## src/rtl/bcd_score_counter.sv

```systemverilog
// BCD score counter: touch synchroniser, up/down counting with saturate or
// wrap on overflow, sticky best score, and a multiplexed 7-seg scan driver.
module bcd_score_counter #(
  parameter int unsigned DIGITS   = 4,
  parameter int unsigned SATURATE = 1,
  parameter int unsigned SCAN_DIV = 100000,
  parameter int unsigned LZB      = 1
) (
  input  logic                  clk,
  input  logic                  rst_n,
  input  logic                  touch,
  input  logic                  dec,
  input  logic                  clr,
  output logic [4*DIGITS-1:0]   score,
  output logic [4*DIGITS-1:0]   best,
  output logic                  ovf,
  output logic                  wrap,
  output logic [DIGITS-1:0]     ssd_ctl,
  output logic [3:0]            ssd_digit,
  output logic                  ssd_blank
);

  localparam int unsigned SW    = 4 * DIGITS;
  localparam int unsigned IDX_W = (DIGITS > 1) ? $clog2(DIGITS) : 1;
  localparam int unsigned DIV_W = $clog2(SCAN_DIV);

  logic             s1, s2, s3;
  logic             inc;
  logic             all_nines;
  logic             is_zero;
  logic [SW-1:0]    score_nxt;
  logic             ovf_nxt;
  logic             wrap_nxt;
  logic [DIV_W-1:0] div;
  logic [IDX_W-1:0] idx;
  logic [IDX_W-1:0] msd;
  logic             blank;

  // BCD +1 with ripple carry; each digit 9 -> 0 carries onward
  function automatic logic [SW-1:0] bcd_inc(input logic [SW-1:0] v);
    logic [SW-1:0] r;
    logic          carry;
    r     = v;
    carry = 1'b1;
    for (int i = 0; i < int'(DIGITS); i++) begin
      if (carry) begin
        if (v[4*i +: 4] == 4'd9) begin
          r[4*i +: 4] = 4'd0;
        end else begin
          r[4*i +: 4] = v[4*i +: 4] + 4'd1;
          carry       = 1'b0;
        end
      end
    end
    return r;
  endfunction

  // BCD -1 with ripple borrow; each digit 0 -> 9 borrows onward
  function automatic logic [SW-1:0] bcd_dec(input logic [SW-1:0] v);
    logic [SW-1:0] r;
    logic          borrow;
    r      = v;
    borrow = 1'b1;
    for (int i = 0; i < int'(DIGITS); i++) begin
      if (borrow) begin
        if (v[4*i +: 4] == 4'd0) begin
          r[4*i +: 4] = 4'd9;
        end else begin
          r[4*i +: 4] = v[4*i +: 4] - 4'd1;
          borrow      = 1'b0;
        end
      end
    end
    return r;
  endfunction

  // Two-flop synchroniser plus history flop for rising-edge detection
  always_ff @(posedge clk or negedge rst_n) begin
    if (!rst_n) begin
      s1 <= 1'b0;
      s2 <= 1'b0;
      s3 <= 1'b0;
    end else begin
      s1 <= touch;
      s2 <= s1;
      s3 <= s2;
    end
  end

  assign inc = s2 & ~s3;

  // Score status: all-9s, zero, and most significant nonzero digit
  always_comb begin
    all_nines = 1'b1;
    msd       = '0;
    for (int i = 0; i < int'(DIGITS); i++) begin
      if (score[4*i +: 4] != 4'd9) all_nines = 1'b0;
      if (score[4*i +: 4] != 4'd0) msd = IDX_W'(i);
    end
    is_zero = (score == '0);
    blank   = (LZB != 0) && (idx > msd);
  end

  // Next score/ovf/wrap with priority clr > inc&dec > inc > dec
  always_comb begin
    score_nxt = score;
    ovf_nxt   = ovf;
    wrap_nxt  = 1'b0;
    if (clr) begin
      score_nxt = '0;
      ovf_nxt   = 1'b0;
    end else if (inc && !dec) begin
      if (all_nines) begin
        ovf_nxt = 1'b1;
        if (SATURATE == 0) begin
          score_nxt = '0;
          wrap_nxt  = 1'b1;
        end
      end else begin
        score_nxt = bcd_inc(score);
      end
    end else if (dec && !inc && !is_zero) begin
      score_nxt = bcd_dec(score);
    end
  end

  // Score, flags and best-score registers
  always_ff @(posedge clk or negedge rst_n) begin
    if (!rst_n) begin
      score <= '0;
      best  <= '0;
      ovf   <= 1'b0;
      wrap  <= 1'b0;
    end else begin
      score <= score_nxt;
      ovf   <= ovf_nxt;
      wrap  <= wrap_nxt;
      if (score > best) best <= score;
    end
  end

  // Scan divider and digit index
  always_ff @(posedge clk or negedge rst_n) begin
    if (!rst_n) begin
      div <= '0;
      idx <= '0;
    end else if (div == DIV_W'(SCAN_DIV - 1)) begin
      div <= '0;
      idx <= (idx == IDX_W'(DIGITS - 1)) ? '0 : idx + IDX_W'(1);
    end else begin
      div <= div + DIV_W'(1);
    end
  end

  // Registered display outputs for the currently selected digit
  always_ff @(posedge clk or negedge rst_n) begin
    if (!rst_n) begin
      ssd_ctl   <= ~DIGITS'(1);
      ssd_digit <= 4'd0;
      ssd_blank <= 1'b0;
    end else begin
      ssd_ctl   <= ~(DIGITS'(1) << idx);
      ssd_digit <= score[{idx, 2'b00} +: 4];
      ssd_blank <= blank;
    end
  end

endmodule

```

## config.mk

```make
export PLATFORM = sky130hd
export DESIGN_NAME = bcd_score_counter
export DESIGN_NICKNAME = d
export VERILOG_FILES = /design/src/rtl/bcd_score_counter.sv
export SDC_FILE = /design/constraint.sdc
export NUM_CORES = 1
export LEC_CHECK = 0
export ABC_CLOCK_PERIOD_IN_PS = 2550
export BUFFER_PORTS_ARGS = -buffer_cell sky130_fd_sc_hd__clkbuf_2
export CAP_MARGIN = 20
export CORE_MARGIN = 1
export CORE_UTILIZATION = 58
export CTS_BUF_LIST = sky130_fd_sc_hd__clkbuf_16
export DETAILED_ROUTE_END_ITERATION = 12
export GPL_TIMING_DRIVEN = 0
export PLACE_DENSITY = 0.8
export SETUP_SLACK_MARGIN = 0.02
export SLEW_MARGIN = 30
export SYNTH_ARGS = -nofsm -noshare
export SYNTH_HDL_FRONTEND = slang
export SYNTH_SLANG_ARGS = --single-unit
```

## constraint.sdc

```tcl
create_clock -name clk -period 2.55 [get_ports clk]
set_input_delay 0.51 -clock clk [delete_from_list [all_inputs] [get_ports clk]]
set_output_delay 0.51 -clock clk [all_outputs]
set_load 0.01 [all_outputs]
```

**Word level (Yosys, flattened, before mapping)**

Cells that the tools add are included.

- Bits in registers: 64
- Word-level logic and storage cells: 128

- Add/subtract/negate cells: 10
- Order comparisons: 2
- Eq/ne operators: 14
- Shifts and indexed selects: 2
- Muxes and demuxes: 58
- Bitwise gates (word level): 3
- Reductions and logical operators: 25

Operators with widths:

| operator | count |
|---|---|
| 16-bit two-way mux | 4 |
| 4-bit two-way mux | 14 |
| 1-bit two-way mux | 36 |
| 17-bit by 1-bit adder with 17-bit output, second input constant | 1 |
| 17-bit == test, second input constant | 1 |
| 17-bit two-way mux | 1 |
| 4-bit by 1-bit adder with 4-bit output, second input constant | 4 |
| 4-bit == test, second input constant | 4 |
| 16-bit greater-than comparator | 1 |
| 16-bit logical NOT | 1 |
| 4-bit logical NOT | 4 |
| 4-bit inequality test, second input constant | 4 |
| 16-bit by 5-bit indexed part select with 4-bit output | 1 |
| 4-bit by 1-bit subtractor with 4-bit output, second input constant | 4 |
| 4-bit AND reduction | 3 |
| 3-bit nonzero test | 4 |
| 4-bit nonzero test | 3 |
| 3-bit by 2-bit inequality test with 1-bit output, second input constant | 3 |
| 2-bit two-way mux | 3 |
| 4-bit inverter | 1 |
| 2-bit AND reduction | 2 |
| 2-bit nonzero test | 2 |
| 1-bit by 2-bit << shifter with 4-bit output, first input constant | 1 |
| 1-bit logical AND | 3 |
| 7 further kinds | 9 |

**Depth between registers and ports, before layout**

- Word-level depth: 20
- Mapped depth: 10
- Gate-level depth less buffers: 8

**Least setup slack after synthesis**

No wires, ideal clock.

- Path type: reg2reg
- Start point: register score[1]
- End point: register best[10]
- Library setup time: 0.125 ns
- Arrival time: 2.269 ns
- Required time: 2.425 ns
- Setup slack: 0.156 ns
- Cell stages (with the launch flop): 9
- Path buffers: 1
- Clock period less this slack: 2.394 ns
- Cell sequence: dfrtp_1 -> ha_1 -> nor2b_1 -> o211ai_1 -> a2111oi_0 -> a211o_1 -> o21ai_2 -> buf_2 -> mux2_2

- Cells in the longest elaborated chain, start to end: 1

RTL lines:

| element | RTL line | RTL |
|---|---|---|
| from (decl) | 14 | `output logic [4*DIGITS-1:0] score,` |
| from (signal assigned) | 135 | `score <= score_nxt;` |
| 16-bit greater-than comparator | 138 | `if (score > best) best <= score;` |
| to (signal assigned) | 138 |  |
| to (decl) | 15 | `output logic [4*DIGITS-1:0] best,` |

No other way between the ends.
A chain may end at the register's enable or synchronous reset.

**Final worst setup path**

- Start point: register score[1]
- End point: register best[8]

The elaborated chain is that of the path after synthesis.

==> results by group <==
Finish
  – N_diodes: 0
  – Storage cell area: roughly 0.0016 mm2
  – Fillers: roughly 470
  – Number of nets in the final layout: about 470
  – Non-filler cells, final: between 500 and 600
  – Layout cells sized above 1: between 20 and 25%
  – Area Overhead vs Synth: 16.69%
  – Area taken by multi-input logic gates: 0.002009 mm2

Route
  – WL/cell: between 15 and 20 um
  – DR vias/cell: slightly above 6
  – DRT antenna net count: 0
  – Drt drc: 0
  – Vias: roughly 3.2k
  – 1st-iter DRT viols: between 200 and 250
  – First drt pass iteration count: 5
  – Final WL: 8.827 mm

Worst setup path
  – Slowest stage delay, CP: between 0.4 and 0.5 ns
  – R2R depth: 8
  – CP endpoint: best[8]
  – Crit-path max FO: 10
  – CP endpoint kind: flip-flop
  – Worst r2r src: score[1]
  – Crit path max-delay cell type: dfrtp_1
  – Instance count on the critical path: 8
  – CP cell instances: ha_1 > nor2b_1 > o211ai_1 > a2111oi_1 > a211o_1 > o21ai_4 > buf_4 > mux2_2
  – CP Buf/Inv Count: 1
  – CP delay by family, top: compound AO/OA/AOI/OAI gates
  – Reg2reg end: best[8]
  – R2r setup slk: 0.13 ns
  – Required @ worst endpoint: roughly 2.8 ns
  – Worst EP arrival: around 2.6 ns
  – CP Class: reg2reg
  – CP startpoint kind: flip-flop
  – Critical Path Source: score[1]

Global routing
  – Vias in the first global route: ~3k
  – Overall routing resource usage: a little over a quarter
  – Antenna violations before repair: 0
  – Largest net degree at the start of global routing: 37
  – Remaining Overflow, GRT: 0
  – First-pass GRT wire length: around 15 mm

Floorplan
  – I/O pin cnt: 48
  – Core area: about 0.0063 mm2
  – Row count: 29
  – Die Wd: a little over 80 um
  – Initial Util: 60.08%
  – Die Y-Extent: 83.10 um
  – Die ar.: 0.006906 mm2

STA
  – Max Clock Skew: about 0.0072 ns
  – Final setup violation count: 0
  – Max Transition Viols Final: 0
  – RSZ-0062 raised after global routing: no
  – Tcrit/Tclk final: 94.85%
  – Final min period: around 2.4 ns
  – Setup_tns: 0 ns
  – Worst Max-Slew Pin Slew: roughly 0.53 ns
  – Final worst slack: between 0.1 and 0.15 ns
  – Hold Fails Final Rpt: 0
  – Worst slew margin: between 60% and 70%
  – Peak Freq: roughly 410 MHz

Clock network
  – Clock Pin Slew Worst Setup and Hold Paths: ~0.060 ns
  – CTS tree: done
  – Cts hold-fix bufs: 0
  – Clock buffer depth: 2
  – Clk sinks: 64
  – Root buf cell: clkbuf_16
  – Clk Latency, worst-skew pair: 0.34 ns
  – H-Tree Depth: 3
  – CTS Buf Count: 9

Synth
  – Post-Syn Instances: 387
  – Top cells by count, synth: dfrtp_1, nor2_1, inv_1
  – Ys async rst share: 100.0%
  – Flops & latches, synth: 64
  – Share of Yosys cell area claimed by the top area cell type: ~40%
  – Post-Syn Area: ~0.0038 mm2
  – Largest area contributor in the netlist: dfrtp_1
  – Synthesis Warnings: 0
  – Synth top area cells: dfrtp_1, ha_1, mux2_2
  – Synth Net Count: 415
  – Post-synthesis cell type count: 56
  – Most common cell in the netlist: dfrtp_1
  – Number of synthesized flops with an enable pin: 0
  – Ys flop type: dfrtp_1
  – Seq/Total Area, Yosys: 42.08%
  – Post-synthesis area per instance: around 9.9 um2

Pwr
  – Leakage power: approximately 2.1 nW
  – PwrDens: ~1200 mW/mm2
  – Max VDD drop: 0.8436 mV

Placement
  – RePlAce Congestion: a little over 0.8
  – Dpl cells: 510
  – HPWL after DPL: between 6 and 7 mm
  – Place WS: -0.2484 ns
  – PortBufs: 45

Run
  – Number of max-cap violations: 0

Outcome
  – Status: finished clean

Worst hold path
  – Hold Path Class: in2async
[flip-flops by register name (all words and copies together) (netlist names)]
signal,count
best,16
div,17
idx,2
ovf,1
s1,1
s2,1
s3,1
score,16
ssd_blank,1
ssd_ctl,4
ssd_digit,4
[routing by layer]
layer	vias to the layer above	part of all wire [%]	wire length (um)	track usage [%]
li1	1496	-	-	-
met1	1515	44	3845	37.25
met2	149	48	4195	43.44
met3	22	6.6	584	4.374
met4	0	2.3	201	12.54
met5	-	0	0	0
[final cells by class]
type	instances	share of cell area, %
buffer	28	2.782
clock buffer	9	5.059
clock inverter	7	0.8713
inverter	26	2.192
multi-input combinational	268	45.14
sequential	64	36.06
tap	77	2.164
timing repair buffer	47	5.734
[power by group]
group	leakage [nW]	internal, mW	switching (mW)
Combinational	1.11	1.21	1.46
Clock	0.128	0.645	0.445
Sequential	0.833	1.25	0.256
[cell families after synthesis]
logic type,synth area share [%]
buffers and inverters,5.805
and+or+nand+nor,18.30
DFF,42.08
AOI/OAI and AO/OA,11.35
xor gates and xnor gates,4.592
adders and majority gates,7.544
other,0.09830
muxes,10.23
[worst min-delay path by stage]
stage	slack [ns]	startpoint	cells after the start	endpoint
after floorplan	0.21	rst_n	0	best[0]
after global placement	0.33	s1	0	s2
after detailed placement	0.34	s1	0	s2
after CTS	0.19	rst_n	1	s2
after global routing	0.22	rst_n	1	s1
final	0.17	rst_n	1	s1
[cells in the final DEF, fill, tap and decap left out, types with 15 or more instances in the layout]
cell / n
ha_1: 23
clkbuf_1: 22
dfrtp_1: 61
clkbuf_2: 45
inv_1: 26
a21oi_1: 15
nand2_1: 19
nand3_1: 21
nor2_1: 31
mux2_2: 24
[metrics by stage]
| stage | area (um2) | util (%) | total power, mW | hold slack, ns |
|---|---|---|---|---|
| final | 4452 | 70.11 | 5.265 | 0.1682 |
| after global routing | 4452 | 70.11 | 5.602 | 0.2194 |
| after CTS | 4441 | 69.93 | 5.215 | 0.1853 |
| after detailed placement | 4159 | 65.50 | 4.014 | 0.3426 |
| after global placement | 4136 | 65.14 | 3.915 | 0.3344 |
| after floorplan | 3815 | - | 3.278 | 0.2144 |
[what timing repair did]
| action | in CTS | in global routing |
|---|---|---|
| pin swaps | 1 | 0 |
| endpoints found under the setup margin | 10 | 26 |
| buffers inserted | 1 | 0 |
| resized for setup | 2 | 6 |
Power figures use the tool's default switching activity.
